File: src/rtl/fetch_ctrl.sv
// rtl/fetch_ctrl.sv - instruction-fetch sequencer: PC control, imem req/ack, decode valid/ready
// Handles branch redirects, halt at instruction boundaries and a sticky timeout/misalignment fault.
module fetch_ctrl #(
  parameter int ADDR_W  = 16,
  parameter int INSTR_W = 16,
  parameter int TIMEOUT = 255
) (
  input  logic               clk,
  input  logic               rst,
  input  logic [ADDR_W-1:0]  pc_addr,
  output logic               pc_write,
  output logic               pc_en,
  output logic [ADDR_W-1:0]  pc_next,
  output logic               imem_req,
  output logic [ADDR_W-1:0]  imem_addr,
  input  logic               imem_ack,
  input  logic [INSTR_W-1:0] imem_rdata,
  output logic               ir_valid,
  input  logic               ir_ready,
  output logic [INSTR_W-1:0] ir_data,
  output logic [ADDR_W-1:0]  ir_pc,
  input  logic               redirect,
  input  logic [ADDR_W-1:0]  redirect_target,
  input  logic               halt,
  output logic               fault,
  output logic               busy
);

  typedef enum logic [2:0] {
    S_ISSUE, S_WAIT, S_HOLD, S_HALTED, S_FAULT
  } state_t;

  localparam logic [7:0] TIMER_LAST = 8'(TIMEOUT - 1);

  state_t     state, state_nx;
  logic [7:0] timer;
  logic       squash;
  logic       redir_ok, redir_bad, ack_take;

  assign redir_bad = redirect & redirect_target[0];
  assign redir_ok  = redirect & ~redirect_target[0];
  // An ack is only useful if no redirect has made the fetched word stale.
  assign ack_take  = imem_ack & ~squash & ~redirect;
  assign pc_next   = redirect_target;

  always_comb begin
    state_nx = state;
    pc_write = 1'b0;
    pc_en    = 1'b0;
    imem_req = 1'b0;
    busy     = 1'b1;
    case (state)
      S_ISSUE: begin
        if (redir_ok)  state_nx = S_ISSUE;
        else if (halt) state_nx = S_HALTED;
        else           state_nx = S_WAIT;
      end
      S_WAIT: begin
        imem_req = 1'b1;
        if (imem_ack) begin
          if (ack_take) begin
            pc_en    = 1'b1;
            state_nx = S_HOLD;
          end else begin
            state_nx = S_ISSUE;
          end
        end else if (timer == TIMER_LAST) begin
          state_nx = S_FAULT;
        end
      end
      S_HOLD: begin
        if (redir_ok)      state_nx = S_ISSUE;
        else if (ir_ready) state_nx = halt ? S_HALTED : S_ISSUE;
      end
      S_HALTED: begin
        busy = 1'b0;
        if (!halt) state_nx = S_ISSUE;
      end
      default: begin
        busy = 1'b0;
      end
    endcase
    // Redirects are honoured everywhere except FAULT; a misaligned target wins over all.
    if (state != S_FAULT) begin
      pc_write = redir_ok;
      if (redir_bad) begin
        state_nx = S_FAULT;
        pc_en    = 1'b0;
      end
    end
  end

  always_ff @(posedge clk or posedge rst) begin
    if (rst) begin
      state     <= S_ISSUE;
      imem_addr <= '0;
      ir_data   <= '0;
      ir_pc     <= '0;
      ir_valid  <= 1'b0;
      fault     <= 1'b0;
      timer     <= '0;
      squash    <= 1'b0;
    end else begin
      state    <= state_nx;
      ir_valid <= (state_nx == S_HOLD);
      fault    <= (state_nx == S_FAULT);
      if (state == S_ISSUE) imem_addr <= pc_addr;
      if (state == S_WAIT && ack_take) begin
        ir_data <= imem_rdata;
        ir_pc   <= imem_addr;
      end
      if (state == S_WAIT && !imem_ack) timer <= timer + 8'd1;
      else                              timer <= '0;
      // A redirect during an outstanding request lets it finish, then drops the word.
      if (state == S_WAIT) begin
        if (imem_ack)      squash <= 1'b0;
        else if (redir_ok) squash <= 1'b1;
      end else begin
        squash <= 1'b0;
      end
    end
  end

endmodule

File: config.mk
export PLATFORM = sky130hd
export DESIGN_NAME = fetch_ctrl
export DESIGN_NICKNAME = d
export VERILOG_FILES = /design/src/rtl/fetch_ctrl.sv
export SDC_FILE = /design/constraint.sdc
export NUM_CORES = 1
export LEC_CHECK = 0
export CORE_ASPECT_RATIO = 1.75
export CORE_UTILIZATION = 40
export CTS_CLUSTER_SIZE = 16
export DETAILED_ROUTE_END_ITERATION = 12
export PLACE_DENSITY = 0.78
export SLEW_MARGIN = 20
export SYNTH_ARGS = -nofsm -noshare
export SYNTH_HDL_FRONTEND = slang
export SYNTH_SLANG_ARGS = --single-unit
File: constraint.sdc
create_clock -name clk -period 5.25 [get_ports clk]
set_input_delay 1.3125 -clock clk [delete_from_list [all_inputs] [get_ports clk]]
set_output_delay 1.3125 -clock clk [all_outputs]
set_load 0.01 [all_outputs]
=== Word level (Yosys, flattened, before mapping) ===
Index checks and enable logic that the tools add are counted.

* Bits in registers: 62
* Input port bits: 54
* Output and inout port bits: 70
* Word-level logic and storage cells: 53

* Add/sub/neg operators: 1
* Eq/ne operators: 8
* Muxes and demuxes: 24
* Bitwise logic cells: 7
* Reductions and logical operators: 5

{| class="wikitable"
|+ Operator list
! operator !! count
|-
| two-way mux 3 bit || 7
|-
| case mux 3 bit (4 select lines) || 1
|-
| two-way mux 1 bit || 11
|-
| equality test 3 x 2 -> 1 bit, second input constant || 3
|-
| adder 8 x 1 -> 8 bit, second input constant || 1
|-
| equality test 8 bit, second input constant || 1
|-
| two-way mux 2 bit || 4
|-
| two-way mux 8 bit || 1
|-
| inequality test 3 bit, second input constant || 2
|-
| AND 1 bit || 4
|-
| equality test 3 x 1 -> 1 bit, second input constant || 1
|-
| equality test 3 bit, second input constant || 1
|-
| zero test 3 bit || 1
|-
| NOT 1 bit || 3
|-
| OR reduction 3 bit || 1
|-
| logical AND 1 bit || 2
|-
| zero test 1 bit || 1
|}

=== Longest topological paths before layout ===
* Depth after elaboration: 9
* Depth in mapped cells: 6
* Depth with buffers taken out: 6

=== Worst setup path before layout ===
OpenSTA, ideal clock, no wires.

* Kind: input to output
* From: input port redirect
* To: output port pc_en
* Arrival: 1.922 ns
* Path slack: 2.015 ns
* Stages on the path: 4
* Buffers on the path: 1
* Cell sequence: nor2_1 nand3_1 buf_2 inv_1

* Word-level cells in the longest chain between the ends: 7
* Elaborated cells on any way between the ends: 8

{| class="wikitable"
|+ RTL lines
! item !! line !! text
|-
| start: declaration || 22 || <nowiki>input logic redirect,</nowiki>
|-
| NOT 1 bit || 43 || <nowiki>assign ack_take = imem_ack & ~squash & ~redirect;</nowiki>
|-
| AND 1 bit || 43 ||
|-
| two-way mux 1 bit || 61 || <nowiki>if (ack_take) begin</nowiki>
|-
| two-way mux 1 bit || 60 || <nowiki>if (imem_ack) begin</nowiki>
|-
| two-way mux 1 bit || 52 || <nowiki>case (state)</nowiki>
|-
| two-way mux 1 bit || 86 || <nowiki>if (redir_bad) begin</nowiki>
|-
| two-way mux 1 bit (*) || 84 || <nowiki>if (state != S_FAULT) begin</nowiki>
|-
| end: declaration || 12 || <nowiki>output logic pc_en,</nowiki>
|}

Mark *: on every way between the ends. The rest lies on a longest branch, timed or not.

=== Final worst setup path ===
Ends and elaborated chain as after synthesis.

==> run metrics <==
Syn Inst Count=190; Routability Congestion=between 0.7 and 0.8; worst stage delay on the critical path=0.58 ns; post-DP HPWL=around 3.9 mm; initial antenna violation count=0; DIE AREA=about 0.007 mm²; WL/cell=14.83 µm; clock root buffer=clkbuf_8; Final Hold Vio Count=0; # diodes=0; DRC errors left=0; IR Drop Worst-Case VDD=approximately 0.00021 V; clk_skew=between 0.006 and 0.007 ns; number of port buffers=93; largest cells by area after synthesis=dfrtp_1 (59%), mux2_2 (20%), buf_4 (5.1%); vias in the first global route=~1800; routed via count=~1800; Post-synth top cells=dfrtp_1 (62), mux2_2 (48), buf_4 (18); Starting Density=42.22%; largest net degree at the start of global routing=35; Avg Inst Size Synth=13.95 µm²; share of cells above drive strength 1=a little over a quarter; Top Family by Delay on Critical Path=buffers and inverters; Hold Crit Class=register to register; cell type contributing the most total cell area after synthesis=dfrtp_1; Finished Cell Area=approximately 0.0037 mm²; actual slew at the worst max-slew pin=approximately 0.6 ns; row count=38; clock sink count=62; Initial DRC Count=54; TritonCTS buffer count=9; Die Width=roughly 64 µm; met3 Usage GRT=4.979%; WP data required=slightly below 4 ns; number of buffers added for setup after CTS=0; ANT nets after route=0; CTS hold repair buffers=0; CTS tree=yes; I/O pins=around 120; post-synth net total=246; pwr/cell area=317.5 mW/mm²; worst setup path class=primary input to output pin; register bit count reported by yosys=62; Ys Warns=0; Finished Core Util=between 50% and 60%; startpoint types=primary input; Synth async-reset ratio=100.0%; count of cell types in the netlist=32; CP bufs+invs=3; minimum clock period=around 4 ns; Power Total=1.184 mW; Total GRT Usage=~17%; most frequent cell after synthesis=dfrtp_1; H-Tree Depth=3; Die H=109.7 µm; fin. max-slew vios=0; crit share post-route=between 70% and 80%; Vias per Instance=between 4 and 5; Fill cells=around 540; worst-path cell chain=clkdlybuf4s50_1 -> nor2_1 -> nand3_2 -> inv_1 -> clkdlybuf4s50_1; # setup viols final=0; core region area=roughly 0.0063 mm²; slowest CP cell=clkdlybuf4s50_1; Fin Setup TNS=0 ns; Slew Limit Headroom=60.11%; global-route wire length before repair=~8.6 mm; sequential share of the synthesized area=58.55%; CP most frequent cell=clkdlybuf4s50_1; clock tree buffer depth=2; Final Non-Filler Cells=about 360; DRT Wirelength=around 5.3 mm; global route hottest layer=met2; Primary FF master, synth=dfrtp_1; CP arrival=2.76 ns; Global Route met2 Usage=a little under a third; Post-Synthesis Cell Area=approximately 0.0027 mm²; Leak=approximately 1.6 nW; Critical Path Fanout Max=5; met1 usage=around 16%; post-placement cell count=between 300 and 400; Synth top area share=between 50% and 60%; Area Overhead vs Synth=40.75%; Clk pin slew, worst setup/hold paths=~0.06 ns; f_max=between 200 and 250 MHz; crit end category=output pin; Area after DPL=about 0.0035 mm²; PostCTS Resize Cnt=0; EDFF count, synth=0; number of max-cap violations=0; DR pass1 iterations=4; status=finished, final reports clean; Post-layout nets=between 300 and 400; clk_lat worst skew=~0.33 ns; grt ovf=0; unrepaired setup endpoints after global routing=no
==> final cells by class <==
type	instances	area (µm²)	share of cell area [%]
Clock inverter	6	61.31	1.644
Multi-Input combinational cell	100	910.9	24.42
Timing Repair Buffer	96	953.4	25.56
Tap cell	80	100.1	2.684
Inverter	4	15.01	0.4025
Clock buffer	10	137.6	3.690
Sequential cell	62	1551	41.60
==> final timing paths <==
| kind | start | to | slack (ns) | cells after the start |
|---|---|---|---|---|
| max in group asynchronous | rst | ir_data[11] | 3.02 | 3 |
| worst max register to register | state[1] | ir_valid | 3.32 | 4 |
| worst max-delay path | redirect | pc_en | 1.18 | 5 |
| worst min register to register | timer[0] | timer[0] | 0.50 | 1 |
| min in group asynchronous | rst | ir_data[1] | 1.37 | 2 |
| worst min-delay path | timer[0] | timer[0] | 0.50 | 1 |
==> state kept, by name, indices dropped and copies added (netlist names) <==
register	flops
fault	1
imem_addr	16
ir_data	16
ir_pc	16
ir_valid	1
squash	1
state	3
timer	8
==> cell families (layout without fill, tap and decap cells) <==
group	after synthesis	in the layout	share of synthesized area (%)
flip-flops	62	62	58.55
XOR/XNOR	4	4	1.322
adder cells (fa/ha/maj)	2	2	0.9441
buffers and inverters	28	116	7.271
multiplexers	48	48	20.40
AND/OR/NAND/NOR	30	30	6.704
AO/OA/AOI/OAI	16	16	4.816
==> routing by layer <==
metal | up-vias | share of wire [%] | routed length (µm)
met5 | - | 0 | 0
met4 | 0 | 2.9 | 154
met3 | 13 | 4.9 | 259
met2 | 67 | 56 | 2962
met1 | 878 | 36 | 1931
li1 | 808 | - | -
==> power by group <==
group	switching [mW]	leakage (nW)	internal [mW]	total, mW
Clock	0.174	0.102	0.230	0.404
Combinational	0.0721	0.730	0.146	0.218
Sequential	0.0336	0.817	0.529	0.562
Total	0.280	1.65	0.904	1.18
==> cell usage in the layout (no fill, tap or decap), drive strengths merged <==
cell / netlist / layout
a21bo: 1 / 1
a21o: 1 / 1
a21oi: 5 / 5
a221oi: 1 / 1
a311o: 1 / 1
a32oi: 1 / 1
and3: 1 / 1
and4: 1 / 1
buf: 24 / 3
bufinv: 0 / 1
clkbuf: 0 / 10
clkdlybuf4s50: 0 / 93
clkinv: 0 / 4
clkinvlp: 0 / 1
dfrtp: 62 / 62
ha: 2 / 2
inv: 4 / 4
mux2: 48 / 48
nand2: 1 / 1
nand2b: 2 / 2
nand3: 5 / 5
nand4: 1 / 1
nor2: 10 / 10
nor2b: 1 / 1
nor3: 1 / 1
nor3b: 4 / 4
o211ai: 1 / 1
o21ai: 3 / 3
o21bai: 1 / 1
o31ai: 1 / 1
or3: 2 / 2
or4b: 1 / 1
xnor2: 1 / 1
xor2: 3 / 3
==> through the flow <==
| stage | worst slack (ns) | hold WS (ns) |
|---|---|---|
| 3_3_place_gp | 1.178 | 0.4767 |
| 3_5_place_dp | 1.158 | 0.4926 |
| 6_report | 1.177 | 0.5023 |
| 2_1_floorplan | 2.015 | 0.4509 |
| 5_1_grt | 1.085 | 0.5154 |
| 4_1_cts | 1.150 | 0.5041 |
(Power assumes the default switching activity.)
